**config.mk**
```make
export PLATFORM = sky130hd
export DESIGN_NAME = hs_ram_arbiter
export DESIGN_NICKNAME = d
export VERILOG_FILES = /design/src/rtl/hs_ram_arbiter.sv
export SDC_FILE = /design/constraint.sdc
export NUM_CORES = 1
export LEC_CHECK = 0
export BUFFER_PORTS_ARGS = -buffer_cell sky130_fd_sc_hd__buf_2
export CAP_MARGIN = 20
export CORE_MARGIN = 5
export CORE_UTILIZATION = 25
export CTS_BUF_LIST = sky130_fd_sc_hd__clkbuf_8
export CTS_CLUSTER_DIAMETER = 100
export DETAILED_ROUTE_END_ITERATION = 10
export PLACE_DENSITY_LB_ADDON = 0.3
export RECOVER_POWER = 100
export SLEW_MARGIN = 10
export SYNTH_ARGS = -nofsm -noshare
export SYNTH_HDL_FRONTEND = slang
export SYNTH_SLANG_ARGS = --single-unit
```
**constraint.sdc**
```tcl
create_clock -name clk_sys -period 3 [get_ports clk_sys]
set_input_delay 0.9 -clock clk_sys [delete_from_list [all_inputs] [get_ports clk_sys]]
set_output_delay 0.9 -clock clk_sys [all_outputs]
set_load 0.02 [all_outputs]
```
**src/rtl/hs_ram_arbiter.sv**
```systemverilog
// hs_ram_arbiter: hands the shared work RAM from the game CPU to the
// high-score engine. The CPU is paused, the bus is allowed to settle, and
// only then is the high-score port granted. A watchdog forces the grant
// when the CPU never reports an idle bus boundary.
module hs_ram_arbiter #(
  parameter int unsigned SETTLE_CYC  = 4,
  parameter logic [15:0] TIMEOUT_CYC = 16'd4800
) (
  input  logic        clk_sys,
  input  logic        reset_n,
  input  logic        ext_pause,
  input  logic        cpu_idle,
  output logic        cpu_pause_n,
  input  logic [15:0] cpu_addr,
  input  logic [7:0]  cpu_wdata,
  input  logic        cpu_we,
  output logic [7:0]  cpu_rdata,
  input  logic        hs_req,
  input  logic [15:0] hs_addr,
  input  logic [7:0]  hs_wdata,
  input  logic        hs_we,
  output logic        hs_grant,
  output logic [7:0]  hs_rdata,
  output logic        hs_timeout,
  output logic [15:0] ram_addr,
  output logic [7:0]  ram_wdata,
  output logic        ram_we,
  input  logic [7:0]  ram_rdata
);

  typedef enum logic [2:0] {
    ST_IDLE    = 3'd0,
    ST_HOLD    = 3'd1,
    ST_SETTLE  = 3'd2,
    ST_GRANT   = 3'd3,
    ST_RELEASE = 3'd4
  } state_t;

  // Terminal counts: the wait counter starts at 0 on entry to a state.
  localparam logic [15:0] SETTLE_LAST  = 16'(SETTLE_CYC - 32'd1);
  localparam logic [15:0] TIMEOUT_LAST = TIMEOUT_CYC - 16'd1;

  state_t      state_r;
  state_t      state_s;
  logic        set_timeout_s;
  logic        cnt_clear_s;
  logic        pause_state_s;
  logic        grant_sel_s;
  logic [15:0] wait_cnt_r;
  logic        cpu_pause_n_r;
  logic        hs_grant_r;
  logic [7:0]  hs_rdata_r;
  logic        hs_timeout_r;

  // Next-state decode; a dropped request always wins over progress.
  always_comb begin
    state_s       = state_r;
    set_timeout_s = 1'b0;
    case (state_r)
      ST_IDLE: begin
        if (hs_req) state_s = ST_HOLD;
        else        state_s = ST_IDLE;
      end
      ST_HOLD: begin
        if (!hs_req) begin
          state_s = ST_RELEASE;
        end else if (cpu_idle) begin
          state_s = ST_SETTLE;
        end else if (wait_cnt_r == TIMEOUT_LAST) begin
          state_s       = ST_SETTLE;
          set_timeout_s = 1'b1;
        end else begin
          state_s = ST_HOLD;
        end
      end
      ST_SETTLE: begin
        if (!hs_req)                        state_s = ST_RELEASE;
        else if (wait_cnt_r == SETTLE_LAST) state_s = ST_GRANT;
        else                                state_s = ST_SETTLE;
      end
      ST_GRANT: begin
        if (hs_req) state_s = ST_GRANT;
        else        state_s = ST_RELEASE;
      end
      ST_RELEASE: state_s = ST_IDLE;
      default:    state_s = ST_IDLE;
    endcase
  end

  assign cnt_clear_s   = (state_s != state_r) &&
                         ((state_s == ST_HOLD) || (state_s == ST_SETTLE));
  assign pause_state_s = (state_s == ST_HOLD) || (state_s == ST_SETTLE) ||
                         (state_s == ST_GRANT);
  assign grant_sel_s   = (state_r == ST_GRANT);

  // State register.
  always_ff @(posedge clk_sys or negedge reset_n) begin
    if (!reset_n) state_r <= ST_IDLE;
    else          state_r <= state_s;
  end

  // Wait counter: cleared on entry to HOLD/SETTLE, saturates at all-ones.
  always_ff @(posedge clk_sys or negedge reset_n) begin
    if (!reset_n)                    wait_cnt_r <= 16'd0;
    else if (cnt_clear_s)            wait_cnt_r <= 16'd0;
    else if (wait_cnt_r != 16'hFFFF) wait_cnt_r <= wait_cnt_r + 16'd1;
    else                             wait_cnt_r <= wait_cnt_r;
  end

  // Registered pause and grant, decoded from the state being entered.
  always_ff @(posedge clk_sys or negedge reset_n) begin
    if (!reset_n) begin
      cpu_pause_n_r <= 1'b1;
      hs_grant_r    <= 1'b0;
    end else begin
      cpu_pause_n_r <= ~(pause_state_s | ext_pause);
      hs_grant_r    <= (state_s == ST_GRANT);
    end
  end

  // High-score read data, captured only while the engine owns the RAM.
  always_ff @(posedge clk_sys or negedge reset_n) begin
    if (!reset_n)         hs_rdata_r <= 8'h00;
    else if (grant_sel_s) hs_rdata_r <= ram_rdata;
    else                  hs_rdata_r <= hs_rdata_r;
  end

  // Sticky record that a grant was forced by the watchdog.
  always_ff @(posedge clk_sys or negedge reset_n) begin
    if (!reset_n)           hs_timeout_r <= 1'b0;
    else if (set_timeout_s) hs_timeout_r <= 1'b1;
    else                    hs_timeout_r <= hs_timeout_r;
  end

  // RAM mux follows the current state so a reset hands the bus back at once.
  assign ram_addr    = grant_sel_s ? hs_addr  : cpu_addr;
  assign ram_wdata   = grant_sel_s ? hs_wdata : cpu_wdata;
  assign ram_we      = grant_sel_s ? hs_we    : cpu_we;
  assign cpu_rdata   = ram_rdata;

  assign cpu_pause_n = cpu_pause_n_r;
  assign hs_grant    = hs_grant_r;
  assign hs_rdata    = hs_rdata_r;
  assign hs_timeout  = hs_timeout_r;

endmodule

```
**Word level (Yosys, flattened, before mapping)**

Index checks and enable logic that the tools add are counted.
W data, S select, Z words.

- Flip-flop bits (word level): 30
- Input port bits: 63
- Output and inout port bits: 44
- Logic and storage cells: 41

- Add/subtract/negate cells: 1
- Equal/unequal tests: 10
- Mux-type cells: 17
- Bitwise operators: 2
- Reductions and logical operators: 5

Operators by type and width:

| operator | count |
|---|---|
| $mux W16 | 3 |
| $add A16 B1 Y16 const B | 1 |
| $eq A16 B13 Y1 const B | 1 |
| $eq A16 B2 Y1 const B | 1 |
| $ne A16 B16 Y1 const B | 1 |
| $eq A3 B2 Y1 const B | 4 |
| $pmux W3 S4 | 1 |
| $mux W3 | 3 |
| $mux W8 | 1 |
| $mux W1 | 7 |
| $eq A3 B1 Y1 const B | 2 |
| $mux W2 | 2 |
| $logic_not A3 Y1 | 1 |
| $ne A3 B3 Y1 | 1 |
| $logic_or A1 B1 Y1 | 2 |
| $reduce_bool A2 Y1 | 1 |
| $logic_and A1 B1 Y1 | 1 |
| $not A1 Y1 | 1 |
| $or A1 B1 Y1 | 1 |

**Longest topological paths before layout**

- Depth in word-level cells: 10
- Mapped depth: 6
- Depth with buffers taken out: 5

**Worst setup path after synthesis**

No wires, ideal clock.

- Path type: flip-flop to output port
- From: register state_r[1]
- To: output ram_addr[0]
- Arrival: 1.591 ns
- Data required time: 2.100 ns
- Path slack: 0.509 ns
- Cell stages (with the launch flop): 6
- Buffers on the path: 2
- Path through: dfrtp_1 > inv_1 > or3_1 > clkbuf_1 > clkbuf_1 > mux2_2

- Longest elaborated chain between the ends: 2

Ends and longest elaborated chain:

| element | line | text |
|---|---|---|
| start, declared | 43 | `state_t state_r;` |
| start signal, assigned | 99 | `else state_r <= state_s;` |
| $eq A3 B2 Y1 | 94 | `assign grant_sel_s = (state_r == ST_GRANT);` |
| $mux W16 | 136 | `assign ram_addr = grant_sel_s ? hs_addr : cpu_addr;` |
| end, declared | 25 | `output logic [15:0] ram_addr,` |

Every way passes these cells.

**Worst setup path in the final report**

- From: register state_r[1]
- To: output ram_addr[3]

Same word-level chain as after synthesis.

==> results_dict.tcl <==
set metrics [dict create \
    holdBufCountCts 0 \
    die_h_um 96.8 \
    die_x_um 96.8 \
    path_clk_slew_ns 0.06 \
    crit_fanout 33 \
    final_util_pct 33.5 \
    drtIter0Drc 79 \
    multi_input_area_um2 983 \
    yosys_warnings 0 \
    crit_path_top_delay_cell "dfrtp_1" \
    diodes 0 \
    n_fill_cell 841 \
    coreArea_um2 7290 \
    grt_first_pass_wirelength_um 8980 \
    syn_area_per_cell_um2 10.4 \
    synth.cell_area_um2 1880 \
    rows 31 \
    ir_drop_mv 0.164 \
    cts_resized 0 \
    cp.arrival_ns 1.87 \
    grt_remaining_overflow 0 \
    clock-sinks 30 \
    drtAntennaViolNets 0 \
    min_period_over_period_pct 92.3 \
    start_kind "flip-flop" \
    gp_congestion 0.796 \
    fin_skew_ns 0.00270 \
    fmax_ghz 0.361 \
    finalMaxSlewViolations 31 \
    cts_root_buf "clkbuf_8" \
    rr_startpoint "wait_cnt_r[0]" \
    crit_type "reg -> out" \
    max_stage_delay_ns 0.38 \
    finalCriticalPeriod_ns 2.77 \
    grtUsageTotal_pct 11.4 \
    tightest_slew_ns 1.63 \
    io_pins 107 \
    htreeDepth 2 \
    via_per_inst 4.69 \
    cts_buffers 5 \
    final_layout_size_suffix_gt1_share_pct 39.1 \
    end_kind "output pin" \
    violations "max-capacitance violations, max-slew violations" \
    ys_seq_area_share_pct 39.9 \
    syn_inst 182 \
    synth_nets 246 \
    finalHoldViolations 0 \
    cts_tree "yes" \
    rsz0062_at_grt "false" \
    dr_total_vias 1781 \
    wl_um 5320 \
    start_util_pct 25.8 \
    synth_top_area_cell "dfrtp_1" \
    register_area_um2 752 \
    clock_path_buffers 2 \
    relSlewSlack_pct -8.95 \
    synthToLayoutAreaGrowth_pct 29.7 \
    hold_depth 1 \
    setup-tns-final_ns 0 \
    power.leakage_nw 1.03 \
    dp_hpwl_um 4200 \
    critPathLaunch "state_r[1]" \
    hold_class "reg -> reg" \
    setup_violations 0 \
    firstDrtPassIters 4 \
    wire_per_inst_um 14.0 \
    port_buffers 106 \
    ys_types 41 \
    antenna_found_initial 0 \
    grt_max_degree 34 \
    fin_nets 344 \
    synthTopCellsByArea "dfrtp_1, mux2_2, buf_4" \
    drcViolationCount 0 \
    dieArea_um2 9370 \
    cp_cell_sequence "inv_1 > or3_1 > buf_4 > mux2_1 > buf_2" \
    grt_pass1_vias 1756 \
    insertion_delay_ns 0.27 \
    cp_data_required_time_ns 2.10 \
    synth_top_area_share_pct 38.5 \
    status "finished, violations left" \
    p_per_area_nw_per_um2 524 \
    ys_ff_latch 30 \
    rr_worst_depth 5 \
    postCtsSetupBuffers 0 \
    maxCapViolCount 1 \
    worstHoldStart "hs_timeout" \
]
[synthesized netlist by cell type (all sizes together)]
| master | n |
|---|---|
| a21o | 1 |
| and3 | 1 |
| mux2 | 33 |
| a31oi | 5 |
| a211oi | 3 |
| nand2 | 5 |
| buf | 10 |
| or3 | 9 |
| o41a | 1 |
| or4b | 1 |
| o31ai | 3 |
| dfrtp | 29 |
| nand3 | 11 |
| nor4 | 4 |
| nor3 | 9 |
| ha | 1 |
| a21boi | 1 |
| nor2b | 1 |
| o21ai | 6 |
| clkbuf | 6 |
| o2111a | 1 |
| or4 | 4 |
| and2b | 1 |
| o211a | 1 |
| nor2 | 8 |
| nand4 | 6 |
| and4 | 2 |
| mux2i | 1 |
| o21a | 1 |
| nand2b | 1 |
| or2b | 1 |
| dfstp | 1 |
| inv | 3 |
| or2 | 2 |
| a21oi | 9 |
[logic make-up after synthesis]
logic type               after synthesis  share of synthesized area (%)
flip-flops                            30                           39.9
multiplexers                          34                           20.3
adder cells (fa/ha/maj)                1                          0.664
AO/OA/AOI/OAI                         32                           11.4
buffers and inverters                 19                           6.71
AND/OR/NAND/NOR                       66                           21.1
[layout by cell type (no fill, tap or decap), types with 2 or more instances in the layout]
master	count
a211oi_1	3
nand4_1	6
clkbuf_1	45
dfrtp_1	29
mux2_2	32
o21ai_0	6
nand2_1	5
nor3_1	9
or2_2	2
nor2_1	7
a21oi_1	9
or4_1	3
inv_1	4
nand3_1	11
buf_2	61
o31ai_1	3
clkbuf_8	6
a31oi_1	5
nor4_1	4
and4_1	2
or3_1	9
[where the power goes]
part | total (mW) | internal (mW) | switching, mW
clock network | 0.328 | 0.181 | 0.147
logic | 0.403 | 0.164 | 0.240
registers | 0.549 | 0.487 | 0.0621
total | 1.28 | 0.832 | 0.449
[worst paths after layout]
| path | slack, ns | to |
|---|---|---|
| hold / removal | 0.46 | hs_timeout |
| min in group asynchronous | 1.04 | hs_rdata[3] |
| hold reg to reg | 0.46 | hs_timeout |
| max in group asynchronous | 1.02 | wait_cnt_r[9] |
| setup reg to reg | 0.51 | wait_cnt_r[10] |
| setup / recovery | 0.23 | ram_addr[3] |
[worst max-delay path: cells and delay by family (launching register included)]
kind | cells | cell delay [ns]
buffers and inverters | 3 | 0.53
and+or+nand+nor | 1 | 0.30
muxes | 1 | 0.37
DFF | 1 | 0.38
[registers in the layout, summed over array words and instances (netlist names)]
name         count
hs_timeout       1
state_r          3
wait_cnt_r      16
cpu_pause_n      1
hs_rdata         8
hs_grant         1
[per-layer routing]
| metal | part of all wire, % | track usage (%) |
|---|---|---|
| met5 | 0 | 0 |
| met4 | 1.1 | 3.13 |
| met3 | 6.7 | 4.24 |
| met1 | 40 | 12.7 |
| met2 | 53 | 20.1 |
[through the flow]
stage	total power [mW]	instance area [µm²]	instances	setup slack (ns)	hold slack, ns
detailed placement	0.995	2430	372	0.531	0.446
global placement	0.985	2430	372	0.560	0.442
finish	1.28	2440	380	0.232	0.460
global route	1.37	2440	380	0.110	0.513
CTS	1.33	2520	380	0.216	0.461
floorplan	0.836	1880	182	0.509	0.423
[layout make-up]
cell class / instances / area share (%)
clock buffers: 6 / 3.38
flip-flops and latches: 30 / 30.8
clock inverters: 2 / 0.358
multi-input cells: 133 / 40.2
inverters: 3 / 0.461
repair buffers: 107 / 19.7
well taps: 99 / 5.07
No activity file was read; power rests on OpenSTA's default activity.
